**src/rtl/axi_read_arbiter_pkg.sv**
```systemverilog
// Shared types and field widths for the round-robin AXI read arbiter.
package axi_read_arbiter_pkg;

  typedef enum logic [1:0] {
    ArbIdle  = 2'b00,
    ArbIssue = 2'b01,
    ArbData  = 2'b10
  } arb_state_e;

  localparam int unsigned LenWidth   = 32;
  localparam int unsigned SizeWidth  = 3;
  localparam int unsigned BurstWidth = 2;

  function automatic int unsigned id_width(input int unsigned n);
    return (n > 1) ? $clog2(n) : 1;
  endfunction

endpackage

```
**src/rtl/axi_read_arbiter_if.sv**
```systemverilog
// Requester-side and engine-side read buses of the arbiter; slot i uses bits [i*W +: W].
interface axi_read_arbiter_if
  import axi_read_arbiter_pkg::*;
#(
  parameter int unsigned NUM_REQ    = 2,
  parameter int unsigned AXI_AWIDTH = 32,
  parameter int unsigned AXI_DWIDTH = 32
);

  logic [NUM_REQ-1:0]            req_valid;
  logic [NUM_REQ-1:0]            req_ready;
  logic [NUM_REQ*AXI_AWIDTH-1:0] req_addr;
  logic [NUM_REQ*LenWidth-1:0]   req_len;
  logic [NUM_REQ*SizeWidth-1:0]  req_size;
  logic [NUM_REQ*BurstWidth-1:0] req_burst;
  logic [AXI_DWIDTH-1:0]         req_data;
  logic [NUM_REQ-1:0]            req_data_valid;
  logic [NUM_REQ-1:0]            req_data_ready;

  logic                          m_request_valid;
  logic                          m_request_ready;
  logic [AXI_AWIDTH-1:0]         m_addr;
  logic [LenWidth-1:0]           m_len;
  logic [SizeWidth-1:0]          m_size;
  logic [BurstWidth-1:0]         m_burst;
  logic [AXI_DWIDTH-1:0]         m_data;
  logic                          m_data_valid;
  logic                          m_data_ready;

  // Arbiter view: consumes requests, drives the read engine.
  modport master (
    input  req_valid, req_addr, req_len, req_size, req_burst, req_data_ready,
    input  m_request_ready, m_data, m_data_valid,
    output req_ready, req_data, req_data_valid,
    output m_request_valid, m_addr, m_len, m_size, m_burst, m_data_ready
  );

  // Environment view: requesters plus read engine.
  modport slave (
    output req_valid, req_addr, req_len, req_size, req_burst, req_data_ready,
    output m_request_ready, m_data, m_data_valid,
    input  req_ready, req_data, req_data_valid,
    input  m_request_valid, m_addr, m_len, m_size, m_burst, m_data_ready
  );

endinterface

```
**src/rtl/axi_read_arbiter_rr_priority_select.sv**
```systemverilog
// Combinational round-robin pick: first set request after last_grant, wrapping.
module rr_priority_select
  import axi_read_arbiter_pkg::*;
#(
  parameter int unsigned NUM_REQ = 2,
  parameter int unsigned IDW     = id_width(NUM_REQ)
) (
  input  logic [NUM_REQ-1:0] req,
  input  logic [IDW-1:0]     last_grant,
  output logic [IDW-1:0]     winner,
  output logic               any_valid
);

  int unsigned idx;

  always_comb begin
    winner    = '0;
    any_valid = 1'b0;
    idx       = 0;
    for (int unsigned k = 1; k <= NUM_REQ; k++) begin
      idx = (32'(last_grant) + k) % NUM_REQ;
      if (!any_valid && req[idx]) begin
        winner    = IDW'(idx);
        any_valid = 1'b1;
      end
    end
  end

endmodule

```
**src/rtl/axi_read_arbiter.sv**
```systemverilog
// Round-robin arbiter sharing one AXI read engine among NUM_REQ requesters;
// the grant is held until the final data beat of the granted transfer is accepted.
module axi_read_arbiter
  import axi_read_arbiter_pkg::*;
#(
  parameter int unsigned NUM_REQ    = 2,
  parameter int unsigned AXI_AWIDTH = 32,
  parameter int unsigned AXI_DWIDTH = 32
) (
  input  logic                       clk,
  input  logic                       rst,
  axi_read_arbiter_if.master         bus,
  output logic [$clog2(NUM_REQ)-1:0] grant_id,
  output logic                       busy
);

  localparam int unsigned IDW = $clog2(NUM_REQ);

  arb_state_e           state_q, state_d;
  logic [IDW-1:0]       grant_q, grant_d;
  logic [IDW-1:0]       last_q, last_d;
  logic [LenWidth-1:0]  beats_q, beats_d;

  logic [IDW-1:0]       winner;
  logic                 any_valid;

  logic [NUM_REQ-1:0]   req_ready;
  logic [NUM_REQ-1:0]   req_data_valid;
  logic                 m_request_valid;
  logic                 m_data_ready;
  logic [LenWidth-1:0]  len_sel;

  rr_priority_select #(
    .NUM_REQ (NUM_REQ),
    .IDW     (IDW)
  ) u_select (
    .req        (bus.req_valid),
    .last_grant (last_q),
    .winner     (winner),
    .any_valid  (any_valid)
  );

  assign len_sel = bus.req_len[grant_q*LenWidth +: LenWidth];

  always_comb begin
    state_d         = state_q;
    grant_d         = grant_q;
    last_d          = last_q;
    beats_d         = beats_q;
    req_ready       = '0;
    req_data_valid  = '0;
    m_request_valid = 1'b0;
    m_data_ready    = 1'b0;
    unique case (state_q)
      ArbIdle: begin
        if (any_valid) begin
          grant_d = winner;
          state_d = ArbIssue;
        end
      end
      ArbIssue: begin
        m_request_valid = 1'b1;
        if (bus.m_request_ready) begin
          req_ready[grant_q] = 1'b1;
          beats_d            = len_sel;
          state_d            = ArbData;
        end
      end
      ArbData: begin
        req_data_valid[grant_q] = bus.m_data_valid;
        m_data_ready            = bus.req_data_ready[grant_q];
        if (bus.m_data_valid && m_data_ready) begin
          // beats_left counts remaining beats after this one; zero marks the last.
          if (beats_q == '0) begin
            last_d  = grant_q;
            state_d = ArbIdle;
          end else begin
            beats_d = beats_q - 1'b1;
          end
        end
      end
      default: state_d = ArbIdle;
    endcase
  end

  always_ff @(posedge clk) begin
    if (rst) begin
      state_q <= ArbIdle;
      grant_q <= '0;
      last_q  <= IDW'(NUM_REQ - 1);
      beats_q <= '0;
    end else begin
      state_q <= state_d;
      grant_q <= grant_d;
      last_q  <= last_d;
      beats_q <= beats_d;
    end
  end

  assign bus.req_ready       = req_ready;
  assign bus.req_data_valid  = req_data_valid;
  assign bus.req_data        = bus.m_data;
  assign bus.m_request_valid = m_request_valid;
  assign bus.m_data_ready    = m_data_ready;
  assign bus.m_addr          = bus.req_addr[grant_q*AXI_AWIDTH +: AXI_AWIDTH];
  assign bus.m_len           = len_sel;
  assign bus.m_size          = bus.req_size[grant_q*SizeWidth +: SizeWidth];
  assign bus.m_burst         = bus.req_burst[grant_q*BurstWidth +: BurstWidth];
  assign grant_id            = grant_q;
  assign busy                = (state_q != ArbIdle);

endmodule

```
**src/flat_wrapper.sv**
```systemverilog
// flat-port wrapper written by rule: the top's interface ports become plain ports
module axi_read_arbiter_flat import axi_read_arbiter_pkg::*;
#(
  parameter int unsigned NUM_REQ    = 2,
  parameter int unsigned AXI_AWIDTH = 32,
  parameter int unsigned AXI_DWIDTH = 32
)
  (clk, rst, grant_id, busy, bus_req_valid, bus_req_addr, bus_req_len, bus_req_size, bus_req_burst, bus_req_data_ready, bus_m_request_ready, bus_m_data, bus_m_data_valid, bus_req_ready, bus_req_data, bus_req_data_valid, bus_m_request_valid, bus_m_addr, bus_m_len, bus_m_size, bus_m_burst, bus_m_data_ready);
  axi_read_arbiter_if #(.NUM_REQ(NUM_REQ), .AXI_AWIDTH(AXI_AWIDTH), .AXI_DWIDTH(AXI_DWIDTH)) bus_i ();
  input  logic clk;
  input  logic rst;
  output logic [$clog2(NUM_REQ)-1:0] grant_id;
  output logic busy;
  input wire logic [$bits(bus_i.req_valid)-1:0] bus_req_valid;
  input wire logic [$bits(bus_i.req_addr)-1:0] bus_req_addr;
  input wire logic [$bits(bus_i.req_len)-1:0] bus_req_len;
  input wire logic [$bits(bus_i.req_size)-1:0] bus_req_size;
  input wire logic [$bits(bus_i.req_burst)-1:0] bus_req_burst;
  input wire logic [$bits(bus_i.req_data_ready)-1:0] bus_req_data_ready;
  input wire logic [$bits(bus_i.m_request_ready)-1:0] bus_m_request_ready;
  input wire logic [$bits(bus_i.m_data)-1:0] bus_m_data;
  input wire logic [$bits(bus_i.m_data_valid)-1:0] bus_m_data_valid;
  output wire logic [$bits(bus_i.req_ready)-1:0] bus_req_ready;
  output wire logic [$bits(bus_i.req_data)-1:0] bus_req_data;
  output wire logic [$bits(bus_i.req_data_valid)-1:0] bus_req_data_valid;
  output wire logic [$bits(bus_i.m_request_valid)-1:0] bus_m_request_valid;
  output wire logic [$bits(bus_i.m_addr)-1:0] bus_m_addr;
  output wire logic [$bits(bus_i.m_len)-1:0] bus_m_len;
  output wire logic [$bits(bus_i.m_size)-1:0] bus_m_size;
  output wire logic [$bits(bus_i.m_burst)-1:0] bus_m_burst;
  output wire logic [$bits(bus_i.m_data_ready)-1:0] bus_m_data_ready;
  assign bus_i.req_valid = bus_req_valid;
  assign bus_i.req_addr = bus_req_addr;
  assign bus_i.req_len = bus_req_len;
  assign bus_i.req_size = bus_req_size;
  assign bus_i.req_burst = bus_req_burst;
  assign bus_i.req_data_ready = bus_req_data_ready;
  assign bus_i.m_request_ready = bus_m_request_ready;
  assign bus_i.m_data = bus_m_data;
  assign bus_i.m_data_valid = bus_m_data_valid;
  assign bus_req_ready = bus_i.req_ready;
  assign bus_req_data = bus_i.req_data;
  assign bus_req_data_valid = bus_i.req_data_valid;
  assign bus_m_request_valid = bus_i.m_request_valid;
  assign bus_m_addr = bus_i.m_addr;
  assign bus_m_len = bus_i.m_len;
  assign bus_m_size = bus_i.m_size;
  assign bus_m_burst = bus_i.m_burst;
  assign bus_m_data_ready = bus_i.m_data_ready;
  axi_read_arbiter #(.NUM_REQ(NUM_REQ), .AXI_AWIDTH(AXI_AWIDTH), .AXI_DWIDTH(AXI_DWIDTH)) u_core (.clk(clk), .rst(rst), .bus(bus_i), .grant_id(grant_id), .busy(busy));
endmodule
```
**config.mk**
```make
export PLATFORM = sky130hd
export DESIGN_NAME = axi_read_arbiter_flat
export DESIGN_NICKNAME = d
export VERILOG_FILES = /design/src/rtl/axi_read_arbiter_pkg.sv /design/src/rtl/axi_read_arbiter_if.sv /design/src/rtl/axi_read_arbiter_rr_priority_select.sv /design/src/rtl/axi_read_arbiter.sv /design/src/flat_wrapper.sv
export SDC_FILE = /design/constraint.sdc
export NUM_CORES = 1
export LEC_CHECK = 0
export ABC_AREA = 1
export CAP_MARGIN = 20
export CORE_AREA = 4 4 108 110
export CTS_BUF_LIST = sky130_fd_sc_hd__clkbuf_8
export DETAILED_ROUTE_END_ITERATION = 8
export DIE_AREA = 0 0 112 114
export DONT_BUFFER_PORTS = 1
export SLEW_MARGIN = 40
export SYNTH_ARGS = -nofsm -noshare
export SYNTH_HDL_FRONTEND = slang
export SYNTH_SLANG_ARGS = --single-unit
```
**constraint.sdc**
```tcl
create_clock -name clk -period 2.2 [get_ports clk]
set_input_delay 0.44 -clock clk [delete_from_list [all_inputs] [get_ports clk]]
set_output_delay 0.44 -clock clk [all_outputs]
set_load 0.1 [all_outputs]
```
==> metrics.md <==
| Metric | Value |
|---|---|
| Initial core utilization | 35.8% |
| Async S/R FF share, synth | 0% |
| Commonest non-fill, non-tap cell in the layout | nand2_1 |
| Setup ws final | 0.116 ns |
| Filler cells | 1095 |
| Clock sinks | 36 |
| Max incr delay on CP | 0.39 ns |
| Clock Path Buffers | 2 |
| Core Box Area | 0.0107 mm² |
| Ys flop type | dfxtp_1 |
| Layout cells sized above 1 | between 20% and 30% |
| Number of global-route vias before repair | 4300 |
| Tightest Pin Transition | 0.599 ns |
| # placed instances | 872 |
| Port bufs | 0 |
| Hold WS | 0.200 ns |
| Fin nets | around 920 |
| Synth Instances | roughly 730 |
| Cts hold-fix bufs | 0 |
| Yosys reg bits | 36 |
| Routed vias | around 4400 |
| CP Data Required Time | 1.76 ns |
| Post-CTS setup buffers | 0 |
| Die area | 0.0128 mm² |
| Max-cap violations | 0 |
| Final setup violation count | 0 |
| Final setup TNS | 0 ns |
| Share of power burned in registers | 18.8% |
| Max-Slew Margin vs Limit | 60.0% |
| Post-Synthesis Net Count | 908 |
| Gate power share | 67.6% |
| Synthesized area per cell | 5.25 µm² |
| Most frequent cells in the layout | 292 x nand2_1, 87 x nor2_1, 47 x inv_1, 45 x buf_12, 35 x dfxtp_1 |
| Leak | 2.44 nW |
| Die width | 112 µm |
| Crit path cell chain | buf_16 > o21ai_0 > nor2_4 > buf_6 |
| Placer Congestion | around 0.95 |
| CP endpoint kind | primary output |
| Initial antenna violation count | 0 |
| Post-synth EDFFs | 0 |
| Fmax | 0.480 GHz |
| Routed length per instance | 16.3 µm |
| Worst-Skew Late Latency | about 0.30 ns |
| Clk pwr share | a little over an eighth |
| Internal power | 0.00190 W |
| Largest net degree at the start of global routing | 76 |
| Drt first pass iters | 4 |
| Critical path class | flop to primary output |
| Switching power share of the total | 57.5% |
| First-pass GRT wire length | 22200 µm |
| CP max-delay cell | dfxtp_4 |
| Max FO, Critical Path | 75 |
| GRT Overall Usage | 21.5% |
| Final hold viol count | 0 |
| Max-slew violations | 0 |
| Die Ht | 114 µm |
| Resized Gates After CTS | 1 |
| Detail Placement HPWL | approximately 12000 µm |
| Sequential area share after synthesis | 18.8% |
| Design area | 0.00506 mm² |
| Worst setup SP type | flop |
| Mapped Area | 0.00382 mm² |
| Max VDD drop | 0.356 mV |
| Tmin final | 2.08 ns |
| Clock H-tree levels | 2 |
| Final Cycle Share | 94.7% |
| ANT cells | 0 |
| PwrDens | 884 mW/mm² |
| Worst path top cell family by delay | buffers and inverters |
| Routed WL | 14300 µm |
| Unique cell type count in the Yosys netlist | 34 |
| Placed cell area | a little under 0.005 mm² |
| Root Buffer | clkbuf_8 |
| Hold WC Path Type | input port to flop |
| DRC | 0 |
| Warnings, synthesis | 0 |
| RSZ-0062 raised after global routing | no |
| # rows | 38 |
| Status | completed |
| WP buf/inv | 2 |
| Area growth syn-to-layout | 32.3% |
| Clock slew at reported path FFs | 0.09 ns |
| CTS tree | built |
| Switch Pwr | 0.00257 W |
| Worst clock skew | 0.0154 ns |
| GR Overflow Total | 0 |
| CTS Buf Count | 5 |
| R2r setup slk | ~0.21 ns |
| Post-route insts no fill | 880 |
| Routed Antenna Nets | 0 |
| # IOs | between 200 and 300 |
| Post-place setup slack | 0.246 ns |
| Iteration-0 DRC Markers | 241 |
| Vias/cell | between 5 and 6 |
| Worst Path Arrival | 1.64 ns |
-- power groups by stage --
| stage | registers [W] | logic (W) | clock network, W |
|---|---|---|---|
| global placement | 0.000849 | 0.00301 | 0 |
| CTS | 0.000839 | 0.00304 | 0.000618 |
| global route | 0.000858 | 0.00326 | 0.000646 |
| detailed placement | 0.000852 | 0.00303 | 0 |
| finish | 0.000841 | 0.00302 | 0.000607 |
| floorplan | 0.000831 | 0.00259 | 0 |
-- synth_stat cells, types with 3 or more instances --
library cell  instances  area share [%]
nor2_1               91             8.9
a21oi_1              23             3.0
buf_4                33             6.5
nand2_2               4            0.65
nor2_4                3            0.88
clkbuf_1             22             2.2
inv_2                 5            0.49
nor3_1               10             1.3
a21oi_2               3            0.69
buf_6                 5             1.5
o21bai_1              5            0.98
or2_2                 4            0.65
buf_2                 3            0.39
nand3_1              31             4.1
o21ai_0              21             2.7
nor2_2                5            0.82
o21ai_1              14             1.8
nand2_1             340              33
a31oi_1               3            0.49
dfxtp_1              36              19
inv_1                47             4.6
-- path summary, 6_finish.rpt --
check,startpoint,cells after the start,endpoint
hold reg to reg,u_core.last_q,2,u_core.last_q
hold / removal,rst,1,u_core.beats_q[15]
setup / recovery,u_core.grant_id,4,bus_m_data_ready
setup reg to reg,u_core.grant_id,7,u_core.beats_q[17]
-- layer usage --
| layer | share of wire, % | GRT usage, % | up-vias |
|---|---|---|---|
| met5 | 0 | 0 | - |
| met4 | 0.45 | 2.80 | 0 |
| met3 | 11 | 7.27 | 8 |
| met2 | 50 | 38.3 | 206 |
| met1 | 38 | 25.9 | 1983 |
| li1 | - | - | 2240 |
-- flip-flops by register name, summed over array words and instances (netlist names) --
signal / cells
u_core.grant_id: 1
u_core.last_q: 1
u_core.beats_q: 32
u_core.state_q: 2
-- metrics by stage --
stage	power, W	util, %
floorplan	0.00342	-
global placement	0.00386	46.1
detailed placement	0.00388	46.1
CTS	0.00450	47.2
global route	0.00477	47.3
finish	0.00447	47.3
-- cell families (layout without fill, tap and decap cells) --
group / after synthesis / in the layout / share of synthesized area [%]
compound gates: 75 / 75 / 10.9
xor+xnor: 4 / 4 / 0.916
fa+ha+maj: 1 / 1 / 0.327
buf+inv: 115 / 126 / 15.6
flops: 36 / 36 / 18.8
mux: 2 / 2 / 0.523
simple gates: 496 / 496 / 52.9
-- worst register-to-register path, cell delays in order (launching register included) --
cell and delay [ns]:
dfxtp_4 0.39, buf_16 0.34, o211ai_1 0.21, nand2_1 0.21, nand3_4 0.35, o21bai_1 0.27, inv_1 0.05, nor2_1 0.09
-- area by class of cell --
class                      count  area, µm²  area share, %
multi-input combinational    578       2770           54.7
timing repair buffer          66       1080           21.4
sequential                    36        724           14.3
inverter                      52        198           3.91
tap                          140        175           3.46
clock buffer                   5       68.8           1.36
clock inverter                 3       42.5          0.841
(Power assumes the default switching activity.)
